### config.mk
export PLATFORM = sky130hd
export DESIGN_NAME = vx_lsu_csr_sequencer
export DESIGN_NICKNAME = d
export VERILOG_FILES = /design/src/rtl/vx_gpu_pkg.sv /design/src/rtl/vx_rr_arbiter.sv /design/src/rtl/vx_lsu_csr_sequencer.sv
export SDC_FILE = /design/constraint.sdc
export NUM_CORES = 1
export LEC_CHECK = 0
export BUFFER_PORTS_ARGS = -buffer_cell sky130_fd_sc_hd__buf_2
export CAP_MARGIN = 10
export CELL_PAD_IN_SITES_DETAIL_PLACEMENT = 0
export CELL_PAD_IN_SITES_GLOBAL_PLACEMENT = 1
export CORE_AREA = 8 8 267 269
export CTS_CLUSTER_SIZE = 20
export DETAILED_ROUTE_END_ITERATION = 16
export DIE_AREA = 0 0 275 277
export GPL_TIMING_DRIVEN = 0
export PLACE_DENSITY_LB_ADDON = 0.1
export SYNTH_ARGS = -nofsm -noshare
export SYNTH_HDL_FRONTEND = slang
export SYNTH_SLANG_ARGS = --single-unit
### constraint.sdc
create_clock -name clk -period 2.36 [get_ports clk]
set_input_delay 0.472 -clock clk [delete_from_list [all_inputs] [get_ports clk]]
set_output_delay 0.472 -clock clk [all_outputs]
set_load 0.005 [all_outputs]
### src/rtl/vx_gpu_pkg.sv
// vx_gpu_pkg: shared defaults and the CSR sequencer state encoding.
// Contents: NUM_LSU_LANES, VX_CSR_ADDR_BITS, lsu_csr_state_e {IDLE, ISSUE, RSP}.
package vx_gpu_pkg;
  localparam int NUM_LSU_LANES = 4;
  localparam int VX_CSR_ADDR_BITS = 12;
  typedef enum logic [1:0] {IDLE, ISSUE, RSP} lsu_csr_state_e;
endpackage

### src/rtl/vx_rr_arbiter.sv
// vx_rr_arbiter: round-robin arbiter whose pointer moves past the winner on advance.
// Ports: clk, reset (async active-low), requests[NUM_REQS], advance,
//        grant[NUM_REQS] (one-hot), index[IDX_BITS].
module vx_rr_arbiter #(
  parameter int NUM_REQS = 2
) (
  input  logic                clk,
  input  logic                reset,
  input  logic [NUM_REQS-1:0] requests,
  input  logic                advance,
  output logic [NUM_REQS-1:0] grant,
  output logic [(NUM_REQS > 1 ? $clog2(NUM_REQS) : 1)-1:0] index
);
  localparam int IDX_BITS = NUM_REQS > 1 ? $clog2(NUM_REQS) : 1;
  logic [IDX_BITS-1:0] ptr;
  logic [IDX_BITS:0] sum;
  // Scan from the farthest candidate down to ptr so the nearest one wins.
  always_comb begin
    grant = '0;
    index = '0;
    sum = '0;
    for (int i = NUM_REQS - 1; i >= 0; i--) begin
      sum = {1'b0, ptr} + (IDX_BITS+1)'(i);
      if (sum >= (IDX_BITS+1)'(NUM_REQS)) sum = sum - (IDX_BITS+1)'(NUM_REQS);
      if (requests[sum[IDX_BITS-1:0]]) begin
        index = sum[IDX_BITS-1:0];
        grant = '0;
        grant[sum[IDX_BITS-1:0]] = 1'b1;
      end
    end
  end
  always_ff @(posedge clk or negedge reset)
    if (!reset) ptr <= '0;
    else if (advance) ptr <= (index == IDX_BITS'(NUM_REQS - 1)) ? '0 : index + 1'b1;
endmodule

### src/rtl/vx_lsu_csr_sequencer.sv
// vx_lsu_csr_sequencer: serialises multi-requester CSR accesses into single-cycle strobes.
// Ports: clk, reset (async active-low); req_valid/req_rw/req_addr/req_data -> req_ready;
//        rsp_valid/rsp_idx/rsp_data <- rsp_ready; csr_write_* / csr_read_* strobes with
//        same-cycle csr_read_data. Macro LSU_CSR_PERF_EN adds perf_reads/perf_writes/perf_stalls.
import vx_gpu_pkg::*;
module vx_lsu_csr_sequencer #(
  parameter int NUM_REQS = 2,
  parameter int NUM_LANES = NUM_LSU_LANES,
  parameter int ADDR_BITS = VX_CSR_ADDR_BITS
) (
  input  logic                                 clk,
  input  logic                                 reset,
  input  logic [NUM_REQS-1:0]                  req_valid,
  input  logic [NUM_REQS-1:0]                  req_rw,
  input  logic [NUM_REQS-1:0][ADDR_BITS-1:0]   req_addr,
  input  logic [NUM_REQS-1:0][NUM_LANES-1:0][31:0] req_data,
  output logic [NUM_REQS-1:0]                  req_ready,
  output logic                                 rsp_valid,
  output logic [(NUM_REQS > 1 ? $clog2(NUM_REQS) : 1)-1:0] rsp_idx,
  output logic [NUM_LANES-1:0][31:0]           rsp_data,
  input  logic                                 rsp_ready,
  output logic                                 csr_write_enable,
  output logic [ADDR_BITS-1:0]                 csr_write_addr,
  output logic [NUM_LANES-1:0][31:0]           csr_write_data,
  output logic                                 csr_read_enable,
  output logic [ADDR_BITS-1:0]                 csr_read_addr,
  input  logic [NUM_LANES-1:0][31:0]           csr_read_data
`ifdef LSU_CSR_PERF_EN
  ,
  output logic [31:0]                          perf_reads,
  output logic [31:0]                          perf_writes,
  output logic [31:0]                          perf_stalls
`endif
);
  localparam int IDX_BITS = NUM_REQS > 1 ? $clog2(NUM_REQS) : 1;
  lsu_csr_state_e state, state_n;
  logic [NUM_REQS-1:0] grant;
  logic [IDX_BITS-1:0] win_idx, idx_q;
  logic fire, rw_q;
  logic [ADDR_BITS-1:0] addr_q;
  logic [NUM_LANES-1:0][31:0] data_q;
  assign fire = |(req_valid & req_ready);
  vx_rr_arbiter #(.NUM_REQS(NUM_REQS)) u_arb (
    .clk(clk),
    .reset(reset),
    .requests(req_valid),
    .advance(fire),
    .grant(grant),
    .index(win_idx)
  );
  always_ff @(posedge clk or negedge reset)
    if (!reset) state <= IDLE;
    else state <= state_n;
  // req_ready is also gated by reset so every output is 0 while reset is held.
  always_comb begin
    state_n = state;
    req_ready = '0;
    rsp_valid = 1'b0;
    csr_write_enable = 1'b0;
    csr_read_enable = 1'b0;
    case (state)
      IDLE: begin
        req_ready = reset ? grant : '0;
        state_n = fire ? ISSUE : IDLE;
      end
      ISSUE: begin
        csr_write_enable = rw_q;
        csr_read_enable = !rw_q;
        state_n = rw_q ? IDLE : RSP;
      end
      RSP: begin
        rsp_valid = 1'b1;
        state_n = rsp_ready ? IDLE : RSP;
      end
      default: state_n = IDLE;
    endcase
  end
  assign csr_write_addr = csr_write_enable ? addr_q : '0;
  assign csr_write_data = csr_write_enable ? data_q : '0;
  assign csr_read_addr = csr_read_enable ? addr_q : '0;
  always_ff @(posedge clk or negedge reset)
    if (!reset) begin
      rw_q <= 1'b0;
      addr_q <= '0;
      data_q <= '0;
      idx_q <= '0;
      rsp_idx <= '0;
      rsp_data <= '0;
    end else begin
      if (fire) begin
        rw_q <= req_rw[win_idx];
        addr_q <= req_addr[win_idx];
        data_q <= req_data[win_idx];
        idx_q <= win_idx;
      end
      if (csr_read_enable) begin
        rsp_data <= csr_read_data;
        rsp_idx <= idx_q;
      end
    end
`ifdef LSU_CSR_PERF_EN
  always_ff @(posedge clk or negedge reset)
    if (!reset) begin
      perf_reads <= '0;
      perf_writes <= '0;
      perf_stalls <= '0;
    end else begin
      perf_reads <= perf_reads + 32'(csr_read_enable);
      perf_writes <= perf_writes + 32'(csr_write_enable);
      perf_stalls <= perf_stalls + 32'(|req_valid && !fire);
    end
`endif
endmodule

==> impl_metrics.yaml <==
global_routing:
  grt_pass1_vias: 12400
  grt.overflow.total: 0
  antenna_found_initial: 48
  grt_max_degree: 94
  grt_pass1_wl_um: 95500
  grt_use_total_pct: 17.3
clock_tree:
  clkLatencyLatePin_ps: 550
  cts_tree: "built"
  htree_levels: 2
  clockBufferDepth: 3
  clock_sinks: 274
  clk_pin_slew_ps: 50
  cts-root-buf: "clkbuf_16"
  cts_buffers: 38
worst_setup_path:
  start_kind: "flip-flop"
  worstSetupStartpoint: "state[1]$_DFF_PN0_"
  worstReg2RegStart: "state[1]$_DFF_PN0_"
  critical_path_class: "flip-flop to primary output"
  required_ps: 1890
  cp-end-kind: "primary output"
  critPathArrivalTime_ps: 2050
  cp_max_fo: 7
logic_synthesis:
  synthArstFlopShare_pct: 100
  synth-main-ff-cell: "dfrtp_1"
  synth_edf_count: 0
  synth_top_area_share_pct: 56.6
  netlist_instances: 946
  seq_area_frac_synth_pct: 56.6
  syn_area_per_cell_sq_um: 12.8
  synthesis.area_sq_mm: 0.0121
  ys_warn_count: 0
  synth.top_cells.by_area: "dfrtp_1, mux2_2, a221o_1"
  syn_nets: 1361
  ys_ff_latch: 274
  synth_cell_types: 25
  yosysTopAreaCell: "dfrtp_1"
sta:
  fmax_mhz: 397
  slew_headroom_pct: 54.0
  hold-worst-slack_ps: 20.4
  finClkSkew_ps: 24.8
  worst_slew_pin_slew_ps: 688
  worst_slack_ps: -159
  report.final.slew_viol_count: 0
  finalCriticalPeriod_ps: 2520
  rsz0062_at_grt: "yes"
  hold_viol: 0
  setup_violations: 129
  min_period_over_period_pct: 107
finish:
  drive_gt1_share_pct: 61.1
  fin_cells: 2653
  syn_to_final_growth_pct: 64.1
  postLayoutCellArea_sq_mm: 0.0199
  final_net_count: 2145
  final_cell_mix: "buf_2, dfrtp_1, and3_1, a221o_1, mux2_2"
  layout_commonest_cell: "buf_2"
run:
  maxCapViolations: 0
detailed_routing:
  via_per_inst: 4.28
  wl_um: 69400
  drtPass1Iterations: 5
  num_vias: 11400
  first_iter_violations: 469
  wire_per_inst_um: 26.1
  drc_errors: 0
  antenna_left: 0
power:
  power.total_mw: 21.9
  vdd_drop_max_uv: 429
  p_leak_nw: 10.2
  power_density_mw_per_mm2: 1100
floorplan:
  die_x_um: 275
  core-area_sq_mm: 0.0668
  io_pins: 701
  dieArea_sq_mm: 0.0762
  initial_core_util_pct: 18.1
  die_y_um: 277
  row_count: 95
placement:
  place.gp.congestion: 0.782
  dp_slack_ps: -2110
  place_area_sq_mm: 0.0168
  dp_hpwl_um: 53200
  dp.cells: 2521
  io_buffers: 700
hold_path:
  hold_class: "input pin to asynchronous set/reset pin"
status:
  status: "complete, but fails checks"
  failed_checks: "setup timing"
==> per-stage QoR <==
stage	setup TNS, ps	util [%]
final	-11540	29.8
after global routing	-26710	29.7
after CTS	-30970	29.0
after detailed placement	-280190	25.1
after global placement	-2397390	25.0
after floorplan	0	-
==> cells in the mapped netlist (all sizes together), types with 2 or more instances <==
library cell,count
nand2,2
and2,152
mux2,129
and3,135
a221o,135
dfrtp,274
nor3b,2
a2bb2oi,6
o32ai,6
clkbuf,51
buf,39
o21ai,2
inv,3
a21o,2
==> registers in the layout, summed over array words and instances, names as in the netlist <==
name       flops
u_arb.ptr      1
rsp_data     128
data_q       128
rw_q           1
state          2
rsp_idx        1
idx_q          1
addr_q        12
==> critical path: stages (launching register included) <==
cell	delay [ps]
dfrtp_2	420
and3b_4	350
buf_12	120
buf_16	160
clkbuf_16	170
and2_4	170
buf_6	100
==> layout make-up <==
| type | instances | area (sq um) |
|---|---|---|
| Sequential cell | 274 | 6860 |
| Inverter | 4 | 15.0 |
| Fill cell | 7091 | 46900 |
| Tap cell | 873 | 1090 |
| Multi-Input combinational cell | 578 | 5060 |
| Clock inverter | 8 | 138 |
| Clock buffer | 57 | 1140 |
| Buffer | 86 | 769 |
| Antenna cell | 25 | 62.6 |
| Timing Repair Buffer | 748 | 4730 |
==> power by group <==
part | switching [mW] | internal (mW) | leakage (nW) | total [mW]
sequential | 1.13 | 6.90 | 3.32 | 8.03
clock | 2.29 | 3.67 | 0.630 | 5.96
combinational | 3.51 | 4.43 | 6.24 | 7.94
total | 6.93 | 15.0 | 10.2 | 21.9
==> worst paths after layout <==
check,end,slack (ps),cells after the start
setup / recovery,csr_write_data[32],-160,6
hold / removal,rsp_data[15]$_DFFE_PN0N_,20,3
setup reg to reg,data_q[124]$_DFFE_PN0P_,190,7
hold reg to reg,idx_q$_DFFE_PN0P_,480,1
max in group asynchronous,data_q[88]$_DFFE_PN0P_,1140,3
min in group clk,addr_q[1]$_DFFE_PN0P_,150,2
==> kinds of logic (layout without fill, tap and decap cells) <==
group / after synthesis / after routing / synth area share [%]
AO/OA/AOI/OAI: 153 / 153 / 12.4
multiplexers: 129 / 129 / 12.0
flip-flops: 274 / 274 / 56.6
AND/OR/NAND/NOR: 296 / 296 / 15.4
buffers and inverters: 94 / 903 / 3.50
other: 0 / 25 / 0
==> metal layers <==
layer	part of all wire [%]	up-vias	track usage, %
met4	2.3	34	4.26
li1	-	5151	-
met1	36	5550	18.3
met2	50	497	30.8
met5	0.28	-	0
met3	11	124	8.19
==> repair_timing <==
item / in CTS / in global routing
pin swaps: 35 / 15
endpoints found under the hold margin: 89 / 5
gates resized for setup: 215 / 87
setup endpoints to repair: 300 / 169
hold buffers: 5 / 1
buffers inserted: 11 / 17
gates cloned: 10 / 5
Note: power is estimated with default switching activity, not from simulation.
